<file path="config.mk">
export PLATFORM = sky130hd
export DESIGN_NAME = isu_chn_arb
export DESIGN_NICKNAME = d
export VERILOG_FILES = /design/src/rtl/mpc_types.sv /design/src/rtl/isu_rr_pick.sv /design/src/rtl/isu_chn_arb.sv
export SDC_FILE = /design/constraint.sdc
export NUM_CORES = 1
export LEC_CHECK = 0
export ABC_AREA = 1
export CORE_MARGIN = 4
export CORE_UTILIZATION = 30
export DETAILED_ROUTE_END_ITERATION = 8
export GPL_ROUTABILITY_DRIVEN = 1
export SLEW_MARGIN = 20
export SYNTH_ARGS = -nofsm -noshare
export SYNTH_HDL_FRONTEND = slang
export SYNTH_SLANG_ARGS = --single-unit
</file>
<file path="constraint.sdc">
create_clock -name clk -period 3.08 [get_ports clk]
set_clock_uncertainty 0.2 [all_clocks]
set_input_delay 0.616 -clock clk [delete_from_list [all_inputs] [get_ports clk]]
set_output_delay 0.616 -clock clk [all_outputs]
set_load 0.01 [all_outputs]
</file>
<file path="src/rtl/mpc_types.sv">
// Shared types for the MPC issue path: channel one-hot ids, cache op encodings
// and the width configuration record.
package mpc_types;

    localparam logic [2:0] CH_0_1HOT = 3'b001;
    localparam logic [2:0] CH_1_1HOT = 3'b010;
    localparam logic [2:0] CH_2_1HOT = 3'b100;

    typedef enum logic [2:0] {
        CACHE_OP_RD    = 3'd0,
        CACHE_OP_RDS   = 3'd1,
        CACHE_OP_RDX   = 3'd2,
        CACHE_OP_WR    = 3'd3,
        CACHE_OP_WAE   = 3'd4,
        CACHE_OP_INV   = 3'd5,
        CACHE_OP_FLUSH = 3'd6,
        CACHE_OP_NOP   = 3'd7
    } cache_op_e;

    typedef struct packed {
        int robWidth;
        int nlineWidth;
        int offsetWidth;
        int wbufWidth;
    } mpc_cfg_t;

    localparam mpc_cfg_t MPC_CFG_DEFAULT = '{
        robWidth:    4,
        nlineWidth:  5,
        offsetWidth: 1,
        wbufWidth:   7
    };

endpackage

</file>
<file path="src/rtl/isu_rr_pick.sv">
// Combinational 3-way round-robin picker: the first eligible channel at or
// after ptr (wrapping) receives the one-hot grant.
module isu_rr_pick (
    input  logic [2:0] eligible,
    input  logic [1:0] ptr,
    output logic [2:0] grant
);

    logic [1:0] idx;
    logic       found;

    always_comb begin
        grant = '0;
        found = 1'b0;
        idx   = '0;
        for (int k = 0; k < 3; k++) begin
            idx = 2'((int'(ptr) + k) % 3);
            if (!found && eligible[idx]) begin
                grant[idx] = 1'b1;
                found      = 1'b1;
            end
        end
    end

endmodule

</file>
<file path="src/rtl/isu_chn_arb.sv">
// Three-channel credit-gated round-robin issue arbiter feeding isu_wrapper.
// Optional macro ISU_ARB_CRDT_ERR_EN adds a sticky credit-overflow flag crdt_err.
module isu_chn_arb
    import mpc_types::*;
#(
    parameter mpc_cfg_t CFG      = MPC_CFG_DEFAULT,
    parameter int       CH_NUM   = 3,
    parameter int       ROB_SIZE = 16,
    parameter int       ROB_W    = CFG.robWidth,
    parameter int       CRDT_W   = $clog2(ROB_SIZE + 1),
    parameter int       NLINE_W  = CFG.nlineWidth,
    parameter int       OFFSET_W = CFG.offsetWidth,
    parameter int       WBUF_W   = CFG.wbufWidth
) (
    input  logic                               clk,
    input  logic                               rst_n,
    input  logic [CH_NUM-1:0]                  req_valid,
    output logic [CH_NUM-1:0]                  req_ready,
    input  logic [CH_NUM-1:0][2:0]             req_op,
    input  logic [CH_NUM-1:0][NLINE_W-1:0]     req_id,
    input  logic [CH_NUM-1:0][OFFSET_W-1:0]    req_offset,
    input  logic [CH_NUM-1:0][WBUF_W-1:0]      req_wbuf_id,
    input  logic [CH_NUM-1:0][CRDT_W-1:0]      crdt_rtn,
    output logic                               d_valid,
    input  logic                               d_ready,
    output logic [2:0]                         d_channel_1hot_id,
    output logic [ROB_W-1:0]                   d_rob_id,
    output logic [2:0]                         d_op,
    output logic [NLINE_W-1:0]                 d_id,
    output logic [OFFSET_W-1:0]                d_offset,
    output logic [WBUF_W-1:0]                  d_wbuf_id,
    output logic [CH_NUM-1:0][CRDT_W-1:0]      crdt_avail
`ifdef ISU_ARB_CRDT_ERR_EN
    ,
    output logic                               crdt_err
`endif
);

    logic [CH_NUM-1:0][CRDT_W-1:0] crdt;
    logic [CH_NUM-1:0][CRDT_W-1:0] crdt_nxt;
    logic [CH_NUM-1:0][CRDT_W:0]   crdt_sum;
    logic [CH_NUM-1:0][ROB_W-1:0]  robptr;
    logic [1:0]                    ptr;
    logic [CH_NUM-1:0]             eligible;
    logic [CH_NUM-1:0]             grant;
    logic                          can_load;

    logic [2:0]          sel_op;
    logic [NLINE_W-1:0]  sel_id;
    logic [OFFSET_W-1:0] sel_offset;
    logic [WBUF_W-1:0]   sel_wbuf_id;
    logic [ROB_W-1:0]    sel_rob;

    function automatic logic [CRDT_W-1:0] sat_crdt(input logic [CRDT_W:0] v);
        if (v > (CRDT_W+1)'(ROB_SIZE)) begin
            return CRDT_W'(ROB_SIZE);
        end
        return v[CRDT_W-1:0];
    endfunction

    function automatic logic [ROB_W-1:0] rob_inc(input logic [ROB_W-1:0] r);
        if (r == ROB_W'(ROB_SIZE - 1)) begin
            return '0;
        end
        return r + 1'b1;
    endfunction

    function automatic logic [1:0] next_ptr(input logic [2:0] g);
        case (g)
            CH_0_1HOT: return 2'd1;
            CH_1_1HOT: return 2'd2;
            default:   return 2'd0;
        endcase
    endfunction

    // Eligibility depends only on registered credits, never on this cycle's returns.
    assign can_load = !d_valid || d_ready;

    always_comb begin
        for (int i = 0; i < CH_NUM; i++) begin
            eligible[i] = req_valid[i] && (crdt[i] != '0) && can_load;
        end
    end

    isu_rr_pick u_pick (
        .eligible (eligible),
        .ptr      (ptr),
        .grant    (grant)
    );

    assign req_ready  = grant;
    assign crdt_avail = crdt;

    always_comb begin
        sel_op      = '0;
        sel_id      = '0;
        sel_offset  = '0;
        sel_wbuf_id = '0;
        sel_rob     = '0;
        for (int i = 0; i < CH_NUM; i++) begin
            if (grant[i]) begin
                sel_op      = req_op[i];
                sel_id      = req_id[i];
                sel_offset  = req_offset[i];
                sel_wbuf_id = req_wbuf_id[i];
                sel_rob     = robptr[i];
            end
        end
    end

    // Net credit update; a same-cycle grant and return combine before saturation.
    always_comb begin
        for (int i = 0; i < CH_NUM; i++) begin
            crdt_sum[i] = {1'b0, crdt[i]} - {{CRDT_W{1'b0}}, grant[i]} + {1'b0, crdt_rtn[i]};
            crdt_nxt[i] = sat_crdt(crdt_sum[i]);
        end
    end

    always_ff @(posedge clk or negedge rst_n) begin
        if (!rst_n) begin
            ptr    <= 2'd0;
            robptr <= '0;
            for (int i = 0; i < CH_NUM; i++) begin
                crdt[i] <= CRDT_W'(ROB_SIZE);
            end
        end else begin
            crdt <= crdt_nxt;
            if (|grant) begin
                ptr <= next_ptr(grant);
            end
            for (int i = 0; i < CH_NUM; i++) begin
                if (grant[i]) begin
                    robptr[i] <= rob_inc(robptr[i]);
                end
            end
        end
    end

    // Output stage: loads on grant, otherwise holds payload until accepted.
    always_ff @(posedge clk or negedge rst_n) begin
        if (!rst_n) begin
            d_valid           <= 1'b0;
            d_channel_1hot_id <= '0;
            d_rob_id          <= '0;
            d_op              <= '0;
            d_id              <= '0;
            d_offset          <= '0;
            d_wbuf_id         <= '0;
        end else if (|grant) begin
            d_valid           <= 1'b1;
            d_channel_1hot_id <= grant;
            d_rob_id          <= sel_rob;
            d_op              <= sel_op;
            d_id              <= sel_id;
            d_offset          <= sel_offset;
            d_wbuf_id         <= sel_wbuf_id;
        end else if (d_ready) begin
            d_valid <= 1'b0;
        end
    end

`ifdef ISU_ARB_CRDT_ERR_EN
    logic [CH_NUM-1:0] crdt_ovf;

    always_comb begin
        for (int i = 0; i < CH_NUM; i++) begin
            crdt_ovf[i] = crdt_sum[i] > (CRDT_W+1)'(ROB_SIZE);
        end
    end

    always_ff @(posedge clk or negedge rst_n) begin
        if (!rst_n) begin
            crdt_err <= 1'b0;
        end else if (|crdt_ovf) begin
            crdt_err <= 1'b1;
        end
    end
`endif

endmodule

</file>
==> qor.txt <==
CTS sink count - 53
crit path time final - 3.21 ns
layout cells sized above 1 - 20.7%
Cells after Synth - 487
Seq/Total Area, Yosys - 35.3%
H-tree depth - 2
placed cell area - 5330 um2
unique cell type count in the Yosys netlist - 30
largest net degree at the start of global routing - 39
cell mode on critical path - ha_4
cell leakage power - 2.84 nW
Die H - 120 um
clock-pin transition on the worst setup and hold timing paths - 0.07 ns
CTS tree - done
gpl congestion - 0.829
Vias per Instance - 4.52
outcome - finished, violations left
Fin. Hold Viols - 0
sequential cell area - 1330 um2
final wirelength - 10.8 mm
Worst VDD drop - 0.590 mV
Initial Utilization - 31.0%
Worst EP required - 3.10 ns
adder-cell share of the synthesized area - 13.9%
FF-to-FF Start - ptr[0]$_DFFE_PN0P_
worst path bufs/invs - 3
hold path cells - 2
post-synth top area share - 33.2%
Clock Power Share - 8.1%
Commonest cells post-synth - inv_1 (93), nand3_1 (85), nand2_1 (83)
clock tree buffer depth - 2
cell area after layout - 5810 um2
Int Power - 4.27 mW
clk root buf - clkbuf_16
Final WS setup - -0.131 ns
Final Max Tran Viols - 0
Fin Setup TNS - -0.952 ns
global-route wire length before repair - 17.4 mm
Fill cells - 1,161
Area growth syn-to-layout - 54.0%
Seq pwr share - 16.4%
fmax - 311 MHz
IO buf count - 110
Top delay family on crit path - simple AND/OR/NAND/NOR gates
crit-path max cell delay - 0.41 ns
mux cell area share after synthesis - 0%
worst-path cell chain - buf_6 > ha_4 > inv_4 > nand4_4 > nand2_2 > nand2_4 > nand4_1 > nand3_4 > ha_4 > inv_2 > ha_4 > fa_2 > xor2_2 > nor4_2 > o21ai_2 > nor2_1
failing checks - negative setup slack
worst hold path class - reg2reg
Die Footprint - 14,400 um2
Synth Cell Area - 3770 um2
Ports - 111
GRT Resource Usage Total - 14.6%
kind of end point of the critical path - flip-flop
Worst-Margin Slew - 0.481 ns
cell depth of the worst flop-to-flop path - 16
Nets - 749
critical path class - reg2reg
combinational family with the most area after synthesis - simple AND/OR/NAND/NOR gates
Detailed Place HPWL - 8.08 mm
antenna-violating nets left - 0
Net Sw Power - 3.86 mW
vias in the first global route - 3,711
Post-synth EDFFs - 0
Post-route DRC - 0
synth top area cells - dfrtp_1 (33%), ha_1 (12%), nand3_1 (11%)
First DRT Iteration DRCs - 186
arrival time worst endpoint - 3.23 ns
final setup vio count - 12
Synth Register Bits - 53
number of iterations in the first detailed-routing pass - 4
Vias - 3,656
reported max-cap violation count - 0
Synth Area per Inst - 7.74 um2
crit path max fanout - 8
Routed WL per cell - 13.4 um
Hold Path End - d_channel_1hot_id[1]$_DFFE_PN0P_
Async SR Flop Fraction - 100%
# rows - 40
count leader, synth - inv_1
Final Cycle Share - 104%
hold_sp - d_channel_1hot_id[1]$_DFFE_PN0P_
Rel. slew slack - 67.8%
TritonCTS buffer count - 5
area share of xor/xnor cells in the synthesized design - 3.72%
Post-Synth Simple-Gate Area - 27.7%
sw frac - 47.5%
FF-to-FF setup slack - -0.13 ns
Power Density - 1400 nW/um2
startpoint types - flip-flop
Non-Filler Instances - 809
warnings from Yosys - 0
main flop type after synthesis - dfrtp_1
complex-gate fraction of the synthesized area - 6.37%
placed cells - 786
combinational power share - 75.5%
Core ar. - 12,200 um2
Die W - 120 um
ANT cells - 0
RSZ-0062 raised after global routing - yes
total grt overflow - 0
reg-to-reg endpoint - crdt_avail[5]$_DFF_PN0_
multi-input logic area - 2230 um2
initial antenna violation count - 0
post-synth top area cell - dfrtp_1
post-synth net total - 596
Final Util - 47.7%
Clock Latency Late Sink - 0.29 ns
Worst path slowest cell - dfrtp_1
kinds of logic (layout without fill, tap and decap cells):
| family | Yosys count | count (layout) |
|---|---|---|
| AND/OR/NAND/NOR | 221 | 221 |
| flip-flops | 53 | 53 |
| XOR/XNOR | 16 | 16 |
| AO/OA/AOI/OAI | 46 | 46 |
| buffers and inverters | 111 | 265 |
| adder cells (fa/ha/maj) | 40 | 40 |
state kept, by name (all words and copies together), names as in the netlist:
| name | flops |
|---|---|
| crdt_avail | 15 |
| d_channel_1hot_id | 3 |
| d_id | 5 |
| d_offset | 1 |
| d_op | 3 |
| d_rob_id | 4 |
| d_valid | 1 |
| d_wbuf_id | 7 |
| ptr | 2 |
| robptr | 12 |
area by class of cell:
| class | instances | share of cell area, % |
|---|---|---|
| Multi-Input combinational cell | 323 | 38.5 |
| Timing Repair Buffer | 161 | 25.9 |
| Sequential cell | 53 | 22.9 |
| Inverter | 96 | 6.25 |
| Tap cell | 168 | 3.62 |
| Clock buffer | 6 | 2.22 |
| Clock inverter | 2 | 0.668 |
routing by layer:
layer	track usage [%]	part of all wire, %	vias up
met1	19.0	43	1712
met2	25.3	51	78
li1	-	-	1854
met5	0	0	-
met4	3.51	1.2	0
met3	2.45	3.9	12
worst max-delay path by stage:
| stage | cells past startpoint | slack (ns) | endpoint | start |
|---|---|---|---|---|
| floorplan | 20 | -0.19 | crdt_avail[6]$_DFF_PN0_ | d_ready |
| global placement | 17 | -0.72 | crdt_avail[11]$_DFF_PN0_ | d_ready |
| detailed placement | 16 | -0.82 | crdt_avail[12]$_DFF_PN0_ | d_ready |
| CTS | 16 | -0.11 | crdt_avail[12]$_DFF_PN0_ | ptr[0]$_DFFE_PN0P_ |
| global route | 16 | -0.30 | crdt_avail[5]$_DFF_PN0_ | ptr[0]$_DFFE_PN0P_ |
| finish | 16 | -0.13 | crdt_avail[5]$_DFF_PN0_ | ptr[0]$_DFFE_PN0P_ |
stage by stage:
step	worst slack (ns)	hold slack, ns	power (mW)
floorplan	-0.193	0.120	5.11
global placement	-0.717	0.266	6.75
detailed placement	-0.815	0.279	6.86
CTS	-0.113	0.300	7.85
global route	-0.304	0.354	8.99
finish	-0.131	0.296	8.13
worst min-delay path: stages (launching register included):
cell and delay, ns:
dfrtp_1 0.36, nand2_1 0.06, nand2_1 0.05
cells in the final DEF (no fill, tap or decap), types with 4 or more instances in the layout:
cell,Yosys,final
a21oi_1,18,15
buf_4,3,46
nor2_1,31,30
inv_2,1,11
xnor2_1,4,4
nor2_4,4,7
dfrtp_1,50,50
nand3_1,85,77
clkbuf_16,0,5
clkdlybuf4s50_1,0,102
nand2_2,2,9
nand3_2,3,8
nand3_4,1,4
xor2_1,12,8
o21ai_1,16,16
ha_4,0,8
inv_1,93,83
nand2_1,83,76
o21ai_0,10,7
ha_1,37,29
xor2_2,0,4
power by group through the flow:
| stage | logic [mW] | registers (mW) | clock network (mW) |
|---|---|---|---|
| 6_report | 6.14 | 1.33 | 0.658 |
| 5_1_grt | 6.92 | 1.38 | 0.695 |
| 3_3_place_gp | 5.43 | 1.32 | 0 |
| 3_5_place_dp | 5.52 | 1.34 | 0 |
| 4_1_cts | 5.85 | 1.33 | 0.670 |
| 2_1_floorplan | 3.71 | 1.40 | 0 |
what timing repair did:
action | CTS | global route
buffers inserted | 8 | 7
hold buffers | 1 | 0
resized for setup | 42 | 23
hold endpoints to repair | 8 | 0
pin swaps | 29 | 26
endpoints found under the setup margin | 18 | 16
gates cloned | 0 | 0
Power figures use the tool's default switching activity.
